$ cat config.mk
export PLATFORM = sky130hd
export DESIGN_NAME = spi_byte_engine_flat
export DESIGN_NICKNAME = d
export VERILOG_FILES = /design/src/rtl/spi_byte_engine_if.sv /design/src/rtl/spi_byte_engine.sv /design/src/flat_wrapper.sv
export SDC_FILE = /design/constraint.sdc
export NUM_CORES = 1
export LEC_CHECK = 0
export BUFFER_PORTS_ARGS = -buffer_cell sky130_fd_sc_hd__buf_4
export CORE_MARGIN = 2
export CORE_UTILIZATION = 60
export DETAILED_ROUTE_END_ITERATION = 10
export HOLD_SLACK_MARGIN = 0.06
export PLACE_DENSITY = 0.83
export SLEW_MARGIN = 10
export SYNTH_ARGS = -nofsm -noshare
export SYNTH_HDL_FRONTEND = slang
export SYNTH_SLANG_ARGS = --single-unit
$ cat constraint.sdc
create_clock -name clk -period 5.1 [get_ports clk]
set_input_delay 0.51 -clock clk [delete_from_list [all_inputs] [get_ports clk]]
set_output_delay 0.51 -clock clk [all_outputs]
set_load 0.01 [all_outputs]
$ cat src/rtl/spi_byte_engine_if.sv
// Host-side byte contract plus SPI pins; the engine takes the slave modport,
// the sequencer/SPI peripheral side takes the master modport.
interface spi_byte_engine_if;
    logic       start;
    logic [7:0] data_in;
    logic [7:0] data_out;
    logic       done;
    logic       busy;
    logic       sclk;
    logic       mosi;
    logic       miso;
    logic       cs;

    modport slave (
        input  start, data_in, miso,
        output data_out, done, busy, sclk, mosi, cs
    );

    modport master (
        output start, data_in, miso,
        input  data_out, done, busy, sclk, mosi, cs
    );
endinterface

$ cat src/rtl/spi_byte_engine.sv
// Mode-0 MSB-first single-byte SPI master; done rises 17*CLK_DIV clocks after start is accepted.
// No backpressure: start is taken only in IDLE (busy low), requests while busy are dropped.
module spi_byte_engine #(
    parameter int unsigned CLK_DIV = 2
) (
    input  logic              clk,
    input  logic              rst_n,
    spi_byte_engine_if.slave  bus
);

    typedef enum logic [1:0] {IDLE, XFER, HOLD} state_t;

    localparam int unsigned    DW       = $clog2(CLK_DIV + 1);
    localparam logic [DW-1:0]  DIV_LAST = DW'(CLK_DIV - 1);

    state_t         state_q, state_d;
    logic [DW-1:0]  div_q, div_d;
    logic [3:0]     cnt_q, cnt_d;
    logic [7:0]     tx_q, tx_d;
    logic [7:0]     rx_q, rx_d;
    logic [7:0]     dout_q, dout_d;
    logic           sclk_q, sclk_d;
    logic           mosi_q, mosi_d;
    logic           cs_q, cs_d;
    logic           done_q, done_d;
    logic           busy_q, busy_d;

    always_ff @(posedge clk or negedge rst_n) begin
        if (!rst_n) begin
            state_q <= IDLE;
            div_q   <= '0;
            cnt_q   <= '0;
            tx_q    <= '0;
            rx_q    <= '0;
            dout_q  <= '0;
            sclk_q  <= 1'b0;
            mosi_q  <= 1'b0;
            cs_q    <= 1'b1;
            done_q  <= 1'b0;
            busy_q  <= 1'b0;
        end else begin
            state_q <= state_d;
            div_q   <= div_d;
            cnt_q   <= cnt_d;
            tx_q    <= tx_d;
            rx_q    <= rx_d;
            dout_q  <= dout_d;
            sclk_q  <= sclk_d;
            mosi_q  <= mosi_d;
            cs_q    <= cs_d;
            done_q  <= done_d;
            busy_q  <= busy_d;
        end
    end

    always_comb begin
        state_d = state_q;
        div_d   = div_q;
        cnt_d   = cnt_q;
        tx_d    = tx_q;
        rx_d    = rx_q;
        dout_d  = dout_q;
        sclk_d  = sclk_q;
        mosi_d  = mosi_q;
        cs_d    = cs_q;
        done_d  = 1'b0;
        busy_d  = busy_q;

        unique case (state_q)
            IDLE: begin
                if (bus.start) begin
                    tx_d    = bus.data_in;
                    rx_d    = '0;
                    cs_d    = 1'b0;
                    mosi_d  = bus.data_in[7];
                    busy_d  = 1'b1;
                    div_d   = '0;
                    cnt_d   = '0;
                    state_d = XFER;
                end
            end
            XFER: begin
                if (div_q == DIV_LAST) begin
                    div_d  = '0;
                    sclk_d = ~sclk_q;
                    cnt_d  = cnt_q + 4'd1;
                    // cnt_q holds (sclk edge index - 1): even -> rising edge, odd -> falling edge
                    if (!cnt_q[0]) begin
                        rx_d = {rx_q[6:0], bus.miso};
                    end else if (cnt_q == 4'd15) begin
                        sclk_d  = 1'b0;
                        cnt_d   = '0;
                        state_d = HOLD;
                    end else begin
                        mosi_d = tx_q[6];
                        tx_d   = {tx_q[6:0], 1'b0};
                    end
                end else begin
                    div_d = div_q + 1'b1;
                end
            end
            HOLD: begin
                if (div_q == DIV_LAST) begin
                    div_d   = '0;
                    cs_d    = 1'b1;
                    mosi_d  = 1'b0;
                    dout_d  = rx_q;
                    done_d  = 1'b1;
                    busy_d  = 1'b0;
                    state_d = IDLE;
                end else begin
                    div_d = div_q + 1'b1;
                end
            end
            default: state_d = IDLE;
        endcase
    end

    assign bus.sclk     = sclk_q;
    assign bus.mosi     = mosi_q;
    assign bus.cs       = cs_q;
    assign bus.done     = done_q;
    assign bus.busy     = busy_q;
    assign bus.data_out = dout_q;

endmodule

$ cat src/flat_wrapper.sv
// flat-port wrapper written by rule: the top's interface ports become plain ports
module spi_byte_engine_flat 
#(
    parameter int unsigned CLK_DIV = 2
)
  (clk, rst_n, bus_start, bus_data_in, bus_miso, bus_data_out, bus_done, bus_busy, bus_sclk, bus_mosi, bus_cs);
  spi_byte_engine_if bus_i ();
  input  logic clk;
  input  logic rst_n;
  input wire logic [$bits(bus_i.start)-1:0] bus_start;
  input wire logic [$bits(bus_i.data_in)-1:0] bus_data_in;
  input wire logic [$bits(bus_i.miso)-1:0] bus_miso;
  output wire logic [$bits(bus_i.data_out)-1:0] bus_data_out;
  output wire logic [$bits(bus_i.done)-1:0] bus_done;
  output wire logic [$bits(bus_i.busy)-1:0] bus_busy;
  output wire logic [$bits(bus_i.sclk)-1:0] bus_sclk;
  output wire logic [$bits(bus_i.mosi)-1:0] bus_mosi;
  output wire logic [$bits(bus_i.cs)-1:0] bus_cs;
  assign bus_i.start = bus_start;
  assign bus_i.data_in = bus_data_in;
  assign bus_i.miso = bus_miso;
  assign bus_data_out = bus_i.data_out;
  assign bus_done = bus_i.done;
  assign bus_busy = bus_i.busy;
  assign bus_sclk = bus_i.sclk;
  assign bus_mosi = bus_i.mosi;
  assign bus_cs = bus_i.cs;
  spi_byte_engine #(.CLK_DIV(CLK_DIV)) u_core (.clk(clk), .rst_n(rst_n), .bus(bus_i));
endmodule
---- Word level (Yosys, flattened, before mapping) ----
Cells that the tools add are included.
word-level totals
  flip-flop bits (word level) ............. 36
  output and inout bits ................... 13
cells by class
  multiplexer cells ....................... 38
  bitwise gates (word level) .............. 1
  $add $sub $neg .......................... 2
  reductions and logical operators ........ 15
  eq/ne operators ......................... 11
operator list
  operator             count
  $mux 7               4
  $mux 8               3
  $mux 4               4
  $pmux 8 s2           1
  $mux 2               7
  $pmux 7 s2           1
  $mux 1               12
  $reduce_and 5->1     2
  $ne 2x1->1 const B   4
  $pmux 4 s2           1
  $ne 2x2->1 const B   3
  $pmux 2 s3           1
  $reduce_and 2->1     3
  $reduce_and 3->1     2
  $reduce_and 6->1     1
  $reduce_bool 2->1    3
  $add 4x1->4 const B  1
  $eq 2x1->1 const B   2
  $eq 4x4->1 const B   1
  $pmux 1 s2           2
  $pmux 2 s2           1
  $reduce_and 4->1     1
  $pmux 1 s3           1
  $reduce_bool 3->1    1
  other kinds (5)      5

---- Longest topological paths before layout ----
Gate-level depths: netlist of the first run.
  word-level depth ........................ 5
  gate-level depth with buffers ........... 8
  mapped depth without buffers ............ 6

---- Worst setup path before layout of the first run ----
Ideal clock, no wire load.
  path type ............................... reg-to-reg
  start point ............................. register u_core.state_q[0]
  end point ............................... register u_core.cnt_q[2]
  slack ................................... 3,395 ps
  arrival time ............................ 1,581 ps
  library setup time ...................... 124 ps
  period minus slack after synthesis ...... 1,705 ps
  cell stages (with the launch flop) ...... 7
  cell sequence ........................... dfrtp_1 inv_1 ha_1 buf_2 and2b_4 a211o_1 a211o_1
on the way
  longest elaborated chain between the ends .. 3
  elaborated cells between the ends (all ways) .. 7
RTL lines
  item                                                  line                   source
  start: declaration                                    spi_byte_engine.sv:16  state_t state_q, state_d;
  start signal: assignment                              spi_byte_engine.sv:42  state_q <= state_d;
  $eq 2x1->1 / $logic_not 2->1 (equally long branches)  spi_byte_engine.sv:69  unique case (state_q)
  $ne 2x1->1 (no line), or another cell as far along    --
  $reduce_and 3->1 (no line)                            --
  end signal: assignment                                spi_byte_engine.sv:44  cnt_q <= cnt_d;
  end: declaration                                      spi_byte_engine.sv:18  logic [3:0] cnt_q, cnt_d;
Several ways; a longest one is shown, not always the timed one.
A chain may end at the register's enable or synchronous reset.

---- Final worst setup path of the first run ----
  start point ............................. register u_core.state_q[1]
  end point ............................... register u_core.tx_q[0]
on the way
  longest elaborated chain between the ends .. 3
  elaborated cells between the ends (all ways) .. 9
RTL lines
  item                                                  line                   source
  $eq 2x1->1 / $logic_not 2->1 (equally long branches)  spi_byte_engine.sv:69
  $ne 2x1->1 (no line), or another cell as far along    --
  $reduce_and 5->1 (no line)                            --
  end signal: assignment                                spi_byte_engine.sv:45  tx_q <= tx_d;
  end: declaration                                      spi_byte_engine.sv:19  logic [7:0] tx_q, tx_d;
Several ways; a longest one is shown, not always the timed one.

==> report_table.html, run 1 <==
<table>
<tr><th>Metric</th><th>Value</th></tr>
<tr><th colspan="2">Outcome</th></tr>
<tr><td>Outcome</td><td>finished clean</td></tr>
<tr><th colspan="2">GRT</th></tr>
<tr><td>Largest net degree at the start of global routing</td><td>37</td></tr>
<tr><td>Number of antenna violations at the first check in global routing</td><td>0</td></tr>
<tr><td>GRT Util Overall</td><td>between 20% and 30%</td></tr>
<tr><td>Number of global-route vias before repair</td><td>between 1000 and 1500</td></tr>
<tr><td>Sum of overflow across all layers after global routing</td><td>0</td></tr>
<tr><td>Wire length of the first global-routing pass</td><td>6110 um</td></tr>
<tr><th colspan="2">STA</th></tr>
<tr><td>Hold Worst Slack</td><td>between 0.09 and 0.1 ns</td></tr>
<tr><td>Time the worst path needs with I/O delays and setup</td><td>~2.3 ns</td></tr>
<tr><td>Min setup slack post-route</td><td>roughly 2.8 ns</td></tr>
<tr><td>Setup repair after global routing missed its margin</td><td>no</td></tr>
<tr><td>Largest clock skew in the final design</td><td>0.00769 ns</td></tr>
<tr><td>Sum of negative setup slack</td><td>0 ns</td></tr>
<tr><td>Slew at the pin closest to its max-slew limit</td><td>~0.76 ns</td></tr>
<tr><td>Final clock period utilization by the worst path</td><td>around 45%</td></tr>
<tr><td>Hold Violations, Final</td><td>0</td></tr>
<tr><td>Upper clock frequency limit</td><td>approximately 0.44 GHz</td></tr>
<tr><td>Final setup viols</td><td>0</td></tr>
<tr><td>Slew headroom</td><td>about half</td></tr>
<tr><td>Number of pins with negative max-slew slack in the final report</td><td>0</td></tr>
<tr><th colspan="2">Clock tree</th></tr>
<tr><td>Post-cts sizing count</td><td>0</td></tr>
<tr><td>H-tree levels</td><td>2</td></tr>
<tr><td>Hold Buf Count CTS</td><td>0</td></tr>
<tr><td>Post CTS Setup Buffer Count</td><td>0</td></tr>
<tr><td>Root Buffer Master</td><td>clkbuf_4</td></tr>
<tr><td>Clock Tree Buf Depth</td><td>2</td></tr>
<tr><td>Clock Sink Count</td><td>36</td></tr>
<tr><td>Clock tree from TritonCTS</td><td>yes</td></tr>
<tr><td>Clock buffers created by TritonCTS</td><td>5</td></tr>
<tr><td>Clock transition at the register clock pins on the worst setup and hold paths after CTS</td><td>about 0.11 ns</td></tr>
<tr><td>Clock latency reported for the late side of the worst-skew pair</td><td>about 0.35 ns</td></tr>
<tr><th colspan="2">Final layout</th></tr>
<tr><td>Nets@finish</td><td>206</td></tr>
<tr><td>Area taken by flip-flops and latches</td><td>roughly 900 um2</td></tr>
<tr><td>Antenna cell count</td><td>0</td></tr>
<tr><td>Synth-to-Final Area Change</td><td>14.9%</td></tr>
<tr><td>Layout fillers</td><td>between 200 and 250</td></tr>
<tr><td>Most frequent standard cell in the layout excluding fill and tap cells</td><td>dfrtp_1</td></tr>
<tr><td>Commonest non-fill, non-tap cells in the layout</td><td>dfrtp_1, nand2_1, buf_4</td></tr>
<tr><td>Non-Filler Cell Area, Final</td><td>around 2000 um2</td></tr>
<tr><td>Share of post-route cells with drive strength above 1</td><td>23.8%</td></tr>
<tr><td>Post-Route Utilization</td><td>between 70 and 80%</td></tr>
<tr><td>Footprint of the multi-input gates</td><td>approximately 780 um2</td></tr>
<tr><th colspan="2">Critical path</th></tr>
<tr><td>Critical-path cell list</td><td>inv_1 &gt; ha_1 &gt; mux2i_1 &gt; a211oi_4 &gt; nand3b_1 &gt; o21ai_0</td></tr>
<tr><td>Internal reg-to-reg setup slack</td><td>~2.8 ns</td></tr>
<tr><td>Setup CP Type</td><td>reg -&gt; reg</td></tr>
<tr><td>Source of the worst register-to-register timing path</td><td>u_core.state_q[1]$_DFFE_PN0P_</td></tr>
<tr><td>Biggest fanout along the worst timing path</td><td>17</td></tr>
<tr><td>Reg-to-reg endpoint</td><td>u_core.tx_q[0]$_DFFE_PN0P_</td></tr>
<tr><td>Type of destination of the critical path</td><td>flip-flop</td></tr>
<tr><td>Origin of the worst setup path</td><td>u_core.state_q[1]$_DFFE_PN0P_</td></tr>
<tr><td>Worst setup SP type</td><td>flip-flop</td></tr>
<tr><td>Highest-delay cell along the critical path</td><td>ha_1</td></tr>
<tr><td>Endpoint required time on the critical path</td><td>5.37 ns</td></tr>
<tr><td>Arrival time worst endpoint</td><td>about 2.5 ns</td></tr>
<tr><td>R2R depth</td><td>6</td></tr>
<tr><td>End point of the critical path</td><td>u_core.tx_q[0]$_DFFE_PN0P_</td></tr>
<tr><td>Delay of the slowest critical-path stage</td><td>0.67 ns</td></tr>
<tr><th colspan="2">Die</th></tr>
<tr><td>Die outline width</td><td>between 50 and 60 um</td></tr>
<tr><td>Top-level I/O count</td><td>25</td></tr>
<tr><td>Core area</td><td>~2800 um2</td></tr>
<tr><td>Die outline area</td><td>3330 um2</td></tr>
<tr><td>Chip height</td><td>57.7 um</td></tr>
<tr><td>Standard-cell rows</td><td>19</td></tr>
<tr><td>Initial Utilization</td><td>a little over three fifths</td></tr>
<tr><th colspan="2">Yosys</th></tr>
<tr><td>Post-synthesis cell type count</td><td>38</td></tr>
<tr><td>Primary FF master, synth</td><td>dfrtp_1</td></tr>
<tr><td>Fraction of registers with async set or reset after synthesis</td><td>100%</td></tr>
<tr><td>Flop and latch count out of synthesis</td><td>36</td></tr>
<tr><td>Post-synth EDFFs</td><td>0</td></tr>
<tr><td>Sequential fraction of the synthesis area</td><td>between 50% and 60%</td></tr>
<tr><td>Number of warning messages in the yosys log</td><td>0</td></tr>
<tr><td>Post-Synthesis Net Count</td><td>approximately 180</td></tr>
<tr><td>Mapped Cells</td><td>about 160</td></tr>
<tr><td>Synthesized cell area</td><td>~1700 um2</td></tr>
<tr><td>Average cell area after synthesis</td><td>about 11 um2</td></tr>
<tr><th colspan="2">Power</th></tr>
<tr><td>Combinational share of power</td><td>about two fifths</td></tr>
<tr><td>Internal power consumption</td><td>approximately 0.65 mW</td></tr>
<tr><td>Power share of the sequential group</td><td>between 40% and 50%</td></tr>
<tr><td>Reported net switching power</td><td>roughly 0.43 mW</td></tr>
<tr><td>Power density cells</td><td>about 540 nW/um2</td></tr>
<tr><td>Largest vdd supply drop</td><td>0.000374 V</td></tr>
<tr><td>Clock network fraction of total power</td><td>between 10% and 20%</td></tr>
<tr><td>Reported leakage power</td><td>approximately 0.96 nW</td></tr>
<tr><td>Switching Fraction</td><td>39.7%</td></tr>
<tr><th colspan="2">Hold path</th></tr>
<tr><td>Path type of the worst min-delay path</td><td>in -&gt; async</td></tr>
<tr><th colspan="2">Run</th></tr>
<tr><td>Max-capacitance violation count</td><td>0</td></tr>
<tr><th colspan="2">Route</th></tr>
<tr><td>DR DRC count</td><td>0</td></tr>
<tr><td>Wire length after detailed routing</td><td>roughly 3400 um</td></tr>
<tr><td>Violation count after the first detailed-route iteration</td><td>39</td></tr>
<tr><td>Average wire per cell in the routed design</td><td>15.5 um</td></tr>
<tr><td>Number of antenna-violating nets in the routed design</td><td>0</td></tr>
<tr><td>Routed vias/inst</td><td>5.91</td></tr>
<tr><td>Number of iterations in the first detailed-routing pass</td><td>4</td></tr>
<tr><td>Routed via count</td><td>1301</td></tr>
<tr><th colspan="2">Place</th></tr>
<tr><td>Post-placement worst setup slack</td><td>~2.8 ns</td></tr>
<tr><td>Number of buffers inserted by port buffering</td><td>24</td></tr>
<tr><td>Global placer's final weighted congestion</td><td>about 0.85</td></tr>
<tr><td>Area post-placement</td><td>around 1900 um2</td></tr>
<tr><td>Detailed placer's ending HPWL</td><td>2350 um</td></tr>
</table>
-- power groups by stage --
stage          registers, mW  logic [mW]  clock network [mW]
6_report               0.437       0.439               0.200
5_1_grt                0.447       0.500               0.213
4_1_cts                0.434       0.439               0.204
3_5_place_dp           0.438       0.436                   0
3_3_place_gp           0.432       0.410                   0
2_1_floorplan          0.427       0.349                   0
-- area by class of cell --
cell class / instances / area share, %
clock buffer: 6 / 2.07
clock inverter: 2 / 1.76
inverter: 4 / 0.754
multi-input combinational: 117 / 39.1
sequential: 36 / 45.3
tap: 31 / 1.95
timing repair buffer: 24 / 9.05
-- flip-flops by register name, summed over array words and instances, names as in the netlist --
signal	count
u_core.bus.busy	1
u_core.bus.cs	1
u_core.bus.data_out	8
u_core.bus.done	1
u_core.bus.mosi	1
u_core.bus.sclk	1
u_core.cnt_q	4
u_core.div_q	2
u_core.rx_q	8
u_core.state_q	2
u_core.tx_q	7
-- per-stage QoR --
step                power, mW  cells
floorplan               0.776    163
global placement        0.842    212
detailed placement      0.874    212
CTS                      1.08    220
global route             1.16    220
finish                   1.08    220
-- worst min-delay path by stage --
| stage | endpoint | cells after the start |
|---|---|---|
| finish | u_core.rx_q[6]$_DFFE_PN0P_ | 1 |
| global route | u_core.cnt_q[1]$_DFFE_PN0P_ | 1 |
| CTS | u_core.div_q[0]$_DFFE_PN0P_ | 1 |
| detailed placement | u_core.cnt_q[1]$_DFFE_PN0P_ | 1 |
| global placement | u_core.rx_q[7]$_DFFE_PN0P_ | 2 |
| floorplan | u_core.bus.busy$_DFFE_PN0P_ | 0 |
-- Yosys cell counts (2+ instances only) --
master	n	area [um2]
nand3_1	2	10.0
nor2b_1	2	12.5
a21oi_1	10	50.1
nand3b_1	2	15.0
ha_1	6	75.1
nand2b_1	4	25.0
mux2_2	9	101
a211o_1	2	17.5
nand2_1	26	97.6
buf_2	3	15.0
o21ai_2	2	17.5
o21ai_0	16	80.1
o211ai_1	2	15.0
nor2_1	9	33.8
inv_1	4	15.0
dfrtp_1	35	876
mux2i_1	8	80.1
-- critical path: cells and delay by family, from the launching register on --
kind,cells,cell delay (ns)
AOI/OAI and AO/OA,2,0.57
adders and majority gates,1,0.67
buffers and inverters,1,0.13
DFF,1,0.43
muxes,1,0.27
and+or+nand+nor,1,0.12
-- per-layer routing --
metal,GRT usage [%],routed length [um],vias up
met2,40.6,1740,39
met3,4.91,174,6
li1,-,-,622
met4,11.6,50,0
met1,30.8,1440,634
met5,0,0,-
-- cells by family after synthesis --
family          after synthesis  synth area share (%)
simple gates                 53                  14.9
compound gates               41                  15.2
flops                        36                  52.1
mux                          17                  10.5
buf+inv                      10                  3.03
fa+ha+maj                     6                  4.33
No activity file was read; power rests on OpenSTA's default activity.
==> inputs of run 2 (changes only) <==
- ABC_AREA: not set -> 1
- CORE_UTILIZATION: 60 -> 51
- PLACE_DENSITY: 0.83 -> 0.75
- clock period: 5.1 -> 1.95 ns (I/O delays scaled with it)
==> run 2 against run 1 <==
Via count grew 9.2%. Core utilization shrank 9.2 points. Total power grew to 2.9 times the previous value. Hold slack gained 0.011 ns. Clock skew shrank 0.0014 ns. Cell area grew 7.2%. First-iteration DRC count is the same. Clock power grew to 2.6 times the previous value. Final cell count grew 36%. Area after synthesis grew 5.5%. Register-to-register slack lost 2.5 ns. Sequential share of layout area shrank 3.0 points. Highest routed layer unchanged.
==> report_table.html, run 2 <==
<table>
<tr><th>Metric</th><th>Value</th></tr>
<tr><th colspan="2">Power</th></tr>
<tr><td>Switching Fraction</td><td>43.9% (+4.2 points)</td></tr>
<tr><td>Reported net switching power</td><td>1.39 mW (+220%)</td></tr>
<tr><td>Power density cells</td><td>1480 nW/um2 (+170%)</td></tr>
<tr><td>Combinational share of power</td><td>48.4% (+7.6 points)</td></tr>
<tr><td>Reported leakage power</td><td>1.16 nW (+21%)</td></tr>
<tr><td>Internal power consumption</td><td>1.77 mW (+170%)</td></tr>
<tr><td>Clock network fraction of total power</td><td>16.6% (-2.0 points)</td></tr>
<tr><td>Power share of the sequential group</td><td>35.0% (-5.6 points)</td></tr>
<tr><td>Largest vdd supply drop</td><td>0.000916 V (+140%)</td></tr>
<tr><th colspan="2">Run</th></tr>
<tr><td>Max-capacitance violation count</td><td>0 (unchanged)</td></tr>
<tr><th colspan="2">Final layout</th></tr>
<tr><td>Area taken by flip-flops and latches</td><td>902 um2 (unchanged)</td></tr>
<tr><td>Commonest non-fill, non-tap cells in the layout</td><td>nand2_1, dfrtp_1, buf_4</td></tr>
<tr><td>Antenna cell count</td><td>0 (unchanged)</td></tr>
<tr><td>Layout fillers</td><td>311 (+47%)</td></tr>
<tr><td>Nets@finish</td><td>270 (+31%)</td></tr>
<tr><td>Non-filler instance count after layout</td><td>299 (+36%)</td></tr>
<tr><td>Share of post-route cells with drive strength above 1</td><td>23.3% (-0.49 points)</td></tr>
<tr><td>Synth-to-Final Area Change</td><td>16.7%</td></tr>
<tr><td>Footprint of the multi-input gates</td><td>830 um2 (+6.6%)</td></tr>
<tr><td>Non-Filler Cell Area, Final</td><td>2130 um2 (+7.2%)</td></tr>
<tr><td>Most frequent standard cell in the layout excluding fill and tap cells</td><td>nand2_1</td></tr>
<tr><th colspan="2">Clock tree</th></tr>
<tr><td>Clock tree from TritonCTS</td><td>yes</td></tr>
<tr><td>Clock Tree Buf Depth</td><td>2 (unchanged)</td></tr>
<tr><td>Clock Sink Count</td><td>36 (unchanged)</td></tr>
<tr><td>Root Buffer Master</td><td>clkbuf_4</td></tr>
<tr><td>Clock buffers created by TritonCTS</td><td>5 (unchanged)</td></tr>
<tr><td>H-tree levels</td><td>2 (unchanged)</td></tr>
<tr><td>Clock latency reported for the late side of the worst-skew pair</td><td>0.34 ns (about the same)</td></tr>
<tr><td>Clock transition at the register clock pins on the worst setup and hold paths after CTS</td><td>0.11 ns (about the same)</td></tr>
<tr><th colspan="2">Place</th></tr>
<tr><td>Number of buffers inserted by port buffering</td><td>24 (unchanged)</td></tr>
<tr><td>Detailed placer's ending HPWL</td><td>2370 um (+0.71%)</td></tr>
<tr><td>Global placer's final weighted congestion</td><td>0.859 (+1.4%)</td></tr>
<tr><td>Area post-placement</td><td>2040 um2 (+6.6%)</td></tr>
<tr><td>Instance count after placement with tap cells included</td><td>290 (+37%)</td></tr>
<tr><th colspan="2">Yosys</th></tr>
<tr><td>Post-synth EDFFs</td><td>0 (unchanged)</td></tr>
<tr><td>Post-Synthesis Net Count</td><td>240 (+33%)</td></tr>
<tr><td>Synthesized-area fraction occupied by xor and xnor cells</td><td>0.958% (+0.96 points)</td></tr>
<tr><td>Primary FF master, synth</td><td>dfrtp_1</td></tr>
<tr><td>Synthesized cell area</td><td>1830 um2 (+5.5%)</td></tr>
<tr><td>Simple-gate portion of the synthesized area</td><td>32.3% (+17 points)</td></tr>
<tr><td>Post-synthesis cell type count</td><td>24 (-37%)</td></tr>
<tr><td>Average cell area after synthesis</td><td>8.23 um2 (-23%)</td></tr>
<tr><td>Flop and latch count out of synthesis</td><td>36 (unchanged)</td></tr>
<tr><td>Top-area cell type share of the netlist area</td><td>47.9% (-2.6 points)</td></tr>
<tr><td>Cell types with the largest area share after synthesis</td><td>dfrtp_1, nand2_1, ha_1</td></tr>
<tr><td>Mux cell area share after synthesis</td><td>0% (-10 points)</td></tr>
<tr><td>Share of the synthesized area in compound gates (AO/OA/AOI/OAI)</td><td>7.87% (-7.4 points)</td></tr>
<tr><td>Fraction of registers with async set or reset after synthesis</td><td>100% (unchanged)</td></tr>
<tr><td>Dominant combinational cell family by area after synthesis</td><td>simple AND/OR/NAND/NOR gates</td></tr>
<tr><td>Most numerous cell in the Yosys netlist</td><td>nand2_1</td></tr>
<tr><td>Arithmetic-cell share of the synthesized area counting full adders, half adders and majority gates</td><td>4.11% (-0.23 points)</td></tr>
<tr><td>Most instantiated cells after synthesis</td><td>nand2_1, dfrtp_1, inv_1</td></tr>
<tr><td>Sequential fraction of the synthesis area</td><td>49.3% (-2.7 points)</td></tr>
<tr><td>Number of warning messages in the yosys log</td><td>0 (unchanged)</td></tr>
<tr><td>Mapped Cells</td><td>222 (+36%)</td></tr>
<tr><td>Cell accounting for the most synthesized area</td><td>dfrtp_1</td></tr>
<tr><th colspan="2">Die</th></tr>
<tr><td>Die outline area</td><td>4080 um2 (+22%)</td></tr>
<tr><td>Core area</td><td>3390 um2 (+23%)</td></tr>
<tr><td>Top-level I/O count</td><td>25 (unchanged)</td></tr>
<tr><td>Initial Utilization</td><td>53.9% (-8.9 points)</td></tr>
<tr><td>Die outline width</td><td>63.9 um (+11%)</td></tr>
<tr><td>Standard-cell rows</td><td>21 (+2)</td></tr>
<tr><td>Chip height</td><td>63.9 um (+11%)</td></tr>
<tr><th colspan="2">Critical path</th></tr>
<tr><td>Critical-path cell list</td><td>inv_1 &gt; ha_1 &gt; nand2_4 &gt; inv_1 &gt; a21oi_2 &gt; inv_1 &gt; nand2_1 &gt; nand2_1</td></tr>
<tr><td>R2R depth</td><td>8 (+2)</td></tr>
<tr><td>Delay of the slowest critical-path stage</td><td>0.44 ns (-0.23 ns)</td></tr>
<tr><td>Worst setup SP type</td><td>flip-flop</td></tr>
<tr><td>Highest-delay cell along the critical path</td><td>dfrtp_1</td></tr>
<tr><td>Sum of buffers and inverters on the critical path</td><td>3 (+2)</td></tr>
<tr><td>Reg-to-reg endpoint</td><td>u_core.cnt_q[2]$_DFFE_PN0P_</td></tr>
<tr><td>Cell class contributing the biggest share of worst-path delay</td><td>flip-flops</td></tr>
<tr><td>Endpoint required time on the critical path</td><td>2.19 ns (-3.18 ns)</td></tr>
<tr><td>Internal reg-to-reg setup slack</td><td>0.29 ns (-2.54 ns)</td></tr>
<tr><td>Type of destination of the critical path</td><td>flip-flop</td></tr>
<tr><td>Most used cell along the critical path</td><td>inv_1</td></tr>
<tr><td>Critical Path Stages</td><td>8 (+2)</td></tr>
<tr><td>Arrival time worst endpoint</td><td>1.90 ns (-0.64 ns)</td></tr>
<tr><td>Biggest fanout along the worst timing path</td><td>7 (-10)</td></tr>
<tr><td>Source of the worst register-to-register timing path</td><td>u_core.state_q[0]$_DFFE_PN0P_</td></tr>
<tr><td>Setup CP Type</td><td>reg -&gt; reg</td></tr>
<tr><th colspan="2">GRT</th></tr>
<tr><td>Largest net degree at the start of global routing</td><td>37 (unchanged)</td></tr>
<tr><td>Number of antenna violations at the first check in global routing</td><td>0 (unchanged)</td></tr>
<tr><td>Sum of overflow across all layers after global routing</td><td>0 (unchanged)</td></tr>
<tr><td>Wire length of the first global-routing pass</td><td>5970 um (-2.4%)</td></tr>
<tr><td>GRT Util Overall</td><td>18.8% (-5.7 points)</td></tr>
<tr><td>Number of global-route vias before repair</td><td>1320 (-0.75%)</td></tr>
<tr><th colspan="2">STA</th></tr>
<tr><td>Final clock period utilization by the worst path</td><td>85.1% (+41 points)</td></tr>
<tr><td>Number of pins with negative max-slew slack in the final report</td><td>0 (unchanged)</td></tr>
<tr><td>Setup repair after global routing missed its margin</td><td>no</td></tr>
<tr><td>Slew at the pin closest to its max-slew limit</td><td>0.441 ns (-0.319 ns)</td></tr>
<tr><td>Final setup viols</td><td>0 (unchanged)</td></tr>
<tr><td>Hold Worst Slack</td><td>0.106 ns (+0.0110 ns)</td></tr>
<tr><td>Upper clock frequency limit</td><td>0.603 GHz (+37%)</td></tr>
<tr><td>Time the worst path needs with I/O delays and setup</td><td>1.66 ns (-0.611 ns)</td></tr>
<tr><td>Slew headroom</td><td>70.6% (+21 points)</td></tr>
<tr><td>Hold Violations, Final</td><td>0 (unchanged)</td></tr>
<tr><td>Sum of negative setup slack</td><td>0 ns (unchanged)</td></tr>
<tr><td>Largest clock skew in the final design</td><td>0.00631 ns (-0.00138 ns)</td></tr>
<tr><th colspan="2">Outcome</th></tr>
<tr><td>Outcome</td><td>finished clean</td></tr>
<tr><th colspan="2">Route</th></tr>
<tr><td>Routed via count</td><td>1421 (+9.2%)</td></tr>
<tr><td>Number of antenna-violating nets in the routed design</td><td>0 (unchanged)</td></tr>
<tr><td>Average wire per cell in the routed design</td><td>11.0 um (-29%)</td></tr>
<tr><td>Number of iterations in the first detailed-routing pass</td><td>4 (unchanged)</td></tr>
<tr><td>Routed vias/inst</td><td>4.75 (-20%)</td></tr>
<tr><td>Violation count after the first detailed-route iteration</td><td>39 (unchanged)</td></tr>
<tr><td>Wire length after detailed routing</td><td>3300 um (-3.1%)</td></tr>
<tr><td>DR DRC count</td><td>0 (unchanged)</td></tr>
<tr><th colspan="2">Hold path</th></tr>
<tr><td>Path type of the worst min-delay path</td><td>in -&gt; reg</td></tr>
<tr><td>Hold path cells</td><td>3</td></tr>
<tr><td>Startpoint of the most critical hold path</td><td>bus_miso</td></tr>
<tr><td>Terminating pin of the worst hold path</td><td>u_core.rx_q[0]$_DFFE_PN0P_</td></tr>
</table>
## run 2: cell count changes after synthesis, moves of 3 or more
cell,before,now
a21oi_1,10,3
inv_1,4,13
mux2_2,9,0
mux2i_1,8,0
nand2_1,26,104
nand2_2,0,7
nand2_4,0,3
nand2b_1,4,0
nand3_1,2,10
o21ai_0,16,7
o21ai_2,2,8
## run 2: repair_timing
action                                  4_1_cts  5_1_grt
buffers inserted                              0        0
resized for setup                             0        1
hold buffers                                  1        0
endpoints found under the hold margin        35        0
endpoints found under the setup margin        0        9
## run 2: area by class of cell
cell class | count | area share, %
clock buffer | 5 | 1.76
clock inverter | 3 | 1.99
sequential | 36 | 42.3
multi-input combinational | 166 | 38.9
inverter | 17 | 3.11
timing repair buffer | 26 | 9.27
tap | 46 | 2.70
## run 2: worst min-delay path: stages
cell	delay [ns]
buf_4	0.11
nand2_1	0.06
o21ai_2	0.05
## run 2: per-stage QoR
stage	power [mW]	util [%]	worst slack, ns
floorplan	2.32	-	0.535
global placement	2.61	60.2	0.184
detailed placement	2.64	60.2	0.128
CTS	3.18	62.9	0.0992
global route	3.46	62.9	0.104
finish	3.15	62.9	0.291
## run 2: routing by layer
metal  GRT usage (%)  part of all wire [%]  vias to the layer above  wire (um)
li1                -                     -                      748          -
met1            26.4                    51                      636       1670
met2            28.1                    43                       31       1410
met3            4.75                   5.1                        6        167
met4            6.52                   1.5                        0         51
met5               0                     0                        -          0
## run 2: cells by family after synthesis
group,Yosys count
XOR/XNOR,2
AO/OA/AOI/OAI,21
AND/OR/NAND/NOR,137
flip-flops,36
adder cells (fa/ha/maj),6
buffers and inverters,20
## run 2: power by group through the flow
stage	Clock, mW	Sequential [mW]	Combinational [mW]
floorplan	0	1.12	1.20
global placement	0	1.11	1.50
detailed placement	0	1.11	1.53
CTS	0.541	1.10	1.53
global route	0.577	1.13	1.75
finish	0.523	1.10	1.53
## run 2: worst max-delay path by stage
stage               slack, ns                          start                     endpoint
floorplan                0.53  u_core.state_q[1]$_DFFE_PN0P_  u_core.cnt_q[3]$_DFFE_PN0P_
global placement         0.18  u_core.state_q[1]$_DFFE_PN0P_   u_core.rx_q[2]$_DFFE_PN0P_
detailed placement       0.13  u_core.state_q[1]$_DFFE_PN0P_   u_core.rx_q[2]$_DFFE_PN0P_
CTS                       0.1  u_core.state_q[1]$_DFFE_PN0P_   u_core.rx_q[2]$_DFFE_PN0P_
global route             0.10  u_core.state_q[0]$_DFFE_PN0P_  u_core.cnt_q[2]$_DFFE_PN0P_
finish                   0.29  u_core.state_q[0]$_DFFE_PN0P_  u_core.cnt_q[2]$_DFFE_PN0P_
